$ cat config.mk
export PLATFORM = sky130hd
export DESIGN_NAME = aca_varlat_adder
export DESIGN_NICKNAME = d
export VERILOG_FILES = /design/src/rtl/aca_varlat_adder.sv
export SDC_FILE = /design/constraint.sdc
export NUM_CORES = 1
export LEC_CHECK = 0
export CAP_MARGIN = 20
export CORE_MARGIN = 3
export CORE_UTILIZATION = 46
export DETAILED_ROUTE_END_ITERATION = 8
export PLACE_DENSITY = 0.88
export SYNTH_ARGS = -nofsm -noshare
export SYNTH_HDL_FRONTEND = slang
export SYNTH_SLANG_ARGS = --single-unit
$ cat constraint.sdc
create_clock -name clk -period 2.5 [get_ports clk]
set_clock_uncertainty 0.05 [all_clocks]
set_input_delay 0.5 -clock clk [delete_from_list [all_inputs] [get_ports clk]]
set_output_delay 0.5 -clock clk [all_outputs]
set_load 0.02 [all_outputs]
$ cat src/rtl/aca_varlat_adder.sv
// aca_varlat_adder: key-locked, variable-latency almost-correct adder.
// Each sum bit uses a carry built only from the WIN bits below it.
// Possible speculation errors are flagged. In correct mode, one extra
// cycle produces the exact sum.
// Optional macro ACA_ERR_CNT_EN enables a saturating 16-bit count of
// detected errors on err_cnt_o.
module aca_varlat_adder #(
  parameter int               WIDTH = 16,
  parameter int               WIN   = 4,
  parameter int               KEY_W = 32,
  parameter logic [KEY_W-1:0] KEY   = 32'h184B8236
) (
  input  logic             clk,
  input  logic             rst_n,
  input  logic [KEY_W-1:0] keyinput,
  input  logic             in_valid,
  output logic             in_ready,
  input  logic             mode_i,
  input  logic [WIDTH-1:0] add1_i,
  input  logic [WIDTH-1:0] add2_i,
  output logic             out_valid,
  input  logic             out_ready,
  output logic [WIDTH:0]   result_o,
  output logic             err_o,
  output logic             corrected_o,
  output logic [15:0]      err_cnt_o
);

  localparam int NE = WIDTH - WIN + 1;

  typedef enum logic [1:0] {IDLE, CORR, OUT} state_t;

  state_t           state_reg;
  logic [WIDTH:0]   exact_reg;

  logic [WIDTH-1:0] p;
  logic [WIDTH:0]   carry;
  logic [WIDTH:0]   approx;
  logic [WIDTH:0]   exact;
  logic [NE-1:0]    err_vec;
  logic             err;
  logic [KEY_W-1:0] key_diff;
  logic             key_ok;
  logic [WIDTH:0]   mask;
  logic             accept;

  assign p = add1_i ^ add2_i;

  // carry[i]: carry into bit i from a window of at most WIN lower bits, cin 0
  assign carry[0] = 1'b0;
  generate
    for (genvar gi = 1; gi <= WIDTH; gi++) begin : g_win
      localparam int LO  = (gi > WIN) ? gi - WIN : 0;
      localparam int LEN = gi - LO;
      assign carry[gi] = 1'(({1'b0, add1_i[LO +: LEN]} + {1'b0, add2_i[LO +: LEN]}) >> LEN);
    end
  endgenerate

  assign approx = {carry[WIDTH], p ^ carry[WIDTH-1:0]};
  assign exact  = {1'b0, add1_i} + {1'b0, add2_i};

  // A full-propagate run of WIN bits below bit i means the window may miss a carry
  generate
    for (genvar gi = 0; gi < NE; gi++) begin : g_err
      assign err_vec[gi] = &p[gi +: WIN];
    end
  endgenerate
  assign err = |err_vec;

  assign key_diff = keyinput ^ KEY;
  assign key_ok   = (key_diff == '0);
  assign mask     = key_ok ? '0 : key_diff[WIDTH:0];

  assign in_ready = (state_reg == IDLE) || ((state_reg == OUT) && out_ready);
  assign accept   = in_valid && in_ready;

  // Control FSM with registered result outputs
  always_ff @(posedge clk) begin
    if (!rst_n) begin
      state_reg   <= IDLE;
      out_valid   <= 1'b0;
      result_o    <= '0;
      err_o       <= 1'b0;
      corrected_o <= 1'b0;
      exact_reg   <= '0;
    end else begin
      case (state_reg)
        IDLE, OUT: begin
          if (accept) begin
            result_o    <= approx ^ mask;
            err_o       <= err;
            corrected_o <= 1'b0;
            exact_reg   <= exact;
            if (mode_i && err) begin
              state_reg <= CORR;
              out_valid <= 1'b0;
            end else begin
              state_reg <= OUT;
              out_valid <= 1'b1;
            end
          end else if ((state_reg == OUT) && out_ready) begin
            state_reg <= IDLE;
            out_valid <= 1'b0;
          end
        end
        CORR: begin
          result_o    <= exact_reg ^ mask;
          corrected_o <= 1'b1;
          out_valid   <= 1'b1;
          state_reg   <= OUT;
        end
        default: begin
          state_reg <= IDLE;
          out_valid <= 1'b0;
        end
      endcase
    end
  end

`ifdef ACA_ERR_CNT_EN
  logic [15:0] err_cnt_reg;

  // Saturating count of accepted pairs flagged as possible errors
  always_ff @(posedge clk) begin
    if (!rst_n) begin
      err_cnt_reg <= '0;
    end else if (accept && err && (err_cnt_reg != 16'hFFFF)) begin
      err_cnt_reg <= err_cnt_reg + 16'd1;
    end
  end

  assign err_cnt_o = err_cnt_reg;
`else
  assign err_cnt_o = '0;
`endif

endmodule

==> results.txt <==
leftover overflow at the end of global routing: 0
clk root buf: clkbuf_8
total instance count after detailed placement: 579
number of vias in the routed layout: 3573
Fin. Hold Viols: 0
post-detailed-placement half-perimeter wirelength: 7274 µm
Area growth syn-to-layout: 43.95%
highest clock rate: 410.1 MHz
total of max-cap violations: 0
global-route wire length before repair: 15260 µm
number of distinct library cells after synthesis: 60
Hold Crit Start: exact_reg[5]
cell accounting for the most synthesized area: dfxtp_1
Setup violations, final: 0
register area: 760.7 µm²
warnings from Yosys: 0
cell area after synthesis: 3069 µm²
number of nets in the layout: 597
class of the most critical hold timing path: flop to flop
WHS Path Cells: 2
Antenna Violating Nets Remaining: 0
maximum number of pins on one net before global-route repair: 35
clock transition at the registers of the reported paths: 0.08 ns
clock latency on the worst-skew pair: 0.30 ns
crit path time final: 2.438 ns
largest cells by area after synthesis: dfxtp_1 25%, ha_1 6.5%, a21oi_1 6.2%
Post-synth EDFFs: 0
number of max-slew violations in the final report: 0
flop2flop setup slack: 0.42 ns
CP startpoint kind: input pin
average via count per standard cell: 6.066
Leakage Power: 0.001854 µW
CP max FO: 4
maximum clock path buffer count: 2
sequential share of the synthesized area: 0.2479
cts hold-fix bufs: 0
FF+latch count, synth: 38
wirelength, routed: 9699 µm
Hold Path End: exact_reg[5]
Max-Slew Margin vs Limit: 0.5446
global-route usage over all layers: 0.2447
worst vdd rail ir drop: 0.2721 mV
H-Tree Depth: 2
post-route insts no fill: 589
required time at the worst-slack endpoint: 2.69 ns
fraction of final layout cells sized beyond drive strength 1: 0.1895
final setup TNS: 0 ns
Synth top cells by count: 38 x a21oi_1, 38 x dfxtp_1, 35 x nand2_1
Fill cells: 504
share of Yosys cell area claimed by the top area cell type: 0.2479
Gate Count Post-Synth: 390
floorplan core area: 6422 µm²
source of the worst register-to-register timing path: out_valid
Async SR Flop Fraction: 0
clock tree sinks: 38
Arrival @ worst endpoint: 2.63 ns
average cell area after synthesis: 7.870 µm²
unrepaired setup endpoints after global routing: no
run status: complete, no violations
vias in the first global route: 3292
primary flip-flop cell chosen by synthesis mapping: dfxtp_1
antenna diode instance count: 0
transition time of the tightest slew-check pin: 0.6759 ns
starting DRC count in detailed routing: 306
placer congestion estimate: 0.9265
number of buffer cells added on primary ports: 74
floorplan die area: 7689 µm²
initial antenna violation count: 0
first-pass iteration count of the detailed router: 5
Wirelength per Cell: 16.47 µm
worst reg2reg path depth: 6
total I/O pin count: 106
area of combinational cells with multiple inputs: 2088 µm²
endpoint of the worst-slack reg-to-reg timing path: result_o[9]
Starting Density: 0.4779
TritonCTS Buffers: 5
die extent in x: 87.69 µm
TritonCTS clock tree: done
number of design rule violations left after detail routing: 0
Power Dens Cells: 540.5 nW/µm²
WS Path Type: input pin to flop
type of element capturing the critical path: flop
height of the die: 87.69 µm
standard-cell row count: 29
final cycle utilization of the critical path: 0.9753
[where the power goes]
part	internal [µW]	switching [µW]	total [µW]
Sequential	679	45.5	724
Combinational	505	518	1020
Clock	400	241	641
[routing by layer]
layer,up-vias,part of all wire,track usage
met5,-,0,0
met4,0,0.024,0.06695
met3,28,0.078,0.03198
met2,189,0.48,0.4199
met1,1686,0.41,0.3216
li1,1670,-,-
[cell type report]
class	count	area share
Multi-Input combinational cell	309	0.4727
Tap cell	77	0.02181
Inverter	11	0.009346
Timing Repair Buffer	146	0.2928
Sequential cell	38	0.1722
Clock inverter	3	0.01558
Clock buffer	5	0.01558
[how the worst max path moves through the flow]
stage	slack (ns)	endpoint	cells past startpoint	from
2_1_floorplan	0.23	exact_reg[8]	7	add1_i[0]
6_report	0.06	exact_reg[8]	8	add2_i[0]
5_1_grt	0.01	exact_reg[10]	9	add1_i[0]
4_1_cts	0.003	exact_reg[8]	8	add1_i[0]
3_5_place_dp	-0.29	exact_reg[8]	8	add1_i[0]
3_3_place_gp	-0.25	exact_reg[8]	8	add1_i[0]
[cells in the final DEF (no fill, tap or decap), types with 3 or more instances in the layout]
master	instances
a211o_1	4
a211oi_1	7
a21o_1	8
a21oi_1	38
and2_1	4
and3_1	3
buf_4	71
clkbuf_8	5
clkdlybuf4s50_1	74
conb_1	16
dfxtp_1	38
ha_1	15
inv_1	11
mux2_2	3
nand2_1	35
nand2b_1	6
nand3_1	15
nand4_1	11
nor2_1	19
nor3_1	5
o2111ai_1	7
o211ai_1	10
o21a_1	3
o21ai_0	12
o21bai_1	3
o221ai_1	9
or3_1	9
xnor2_1	13
xor2_1	10
[kinds of logic after synthesis]
logic type,after synthesis,share of synthesized area
adder cells (fa/ha/maj),17,0.07175
buffers and inverters,58,0.1027
AO/OA/AOI/OAI,134,0.3110
XOR/XNOR,23,0.06563
other,1,0.001222
flip-flops,38,0.2479
AND/OR/NAND/NOR,116,0.1888
multiplexers,3,0.01101
[stage by stage]
| step | setup WS [ns] | hold WS, ns | power (µW) | instance area (µm²) | util |
|---|---|---|---|---|---|
| 2_1_floorplan | 0.2293 | 0.3768 | 1300 | 3126 | - |
| 3_3_place_gp | -0.2523 | 0.3850 | 1688 | 4233 | 0.6591 |
| 3_5_place_dp | -0.2916 | 0.3923 | 1722 | 4233 | 0.6591 |
| 4_1_cts | 0.003228 | 0.4030 | 2361 | 4373 | 0.6809 |
| 5_1_grt | 0.01119 | 0.4377 | 2504 | 4418 | 0.6879 |
| 6_report | 0.06186 | 0.3997 | 2388 | 4418 | 0.6879 |
[timing repair]
item | 4_1_cts | 5_1_grt
endpoints found under the setup margin | 1 | 7
gates resized for setup | 1 | 7
pin swaps | 2 | 1
buffers inserted | 0 | 2
[worst max-delay path, stage by stage]
cell	delay [ns]
clkdlybuf4s50_1	0.42
ha_2	0.20
fa_2	0.34
a21o_1	0.19
a221o_2	0.41
nand3_2	0.11
mux2_2	0.34
a21oi_1	0.11
(Power assumes the default switching activity.)
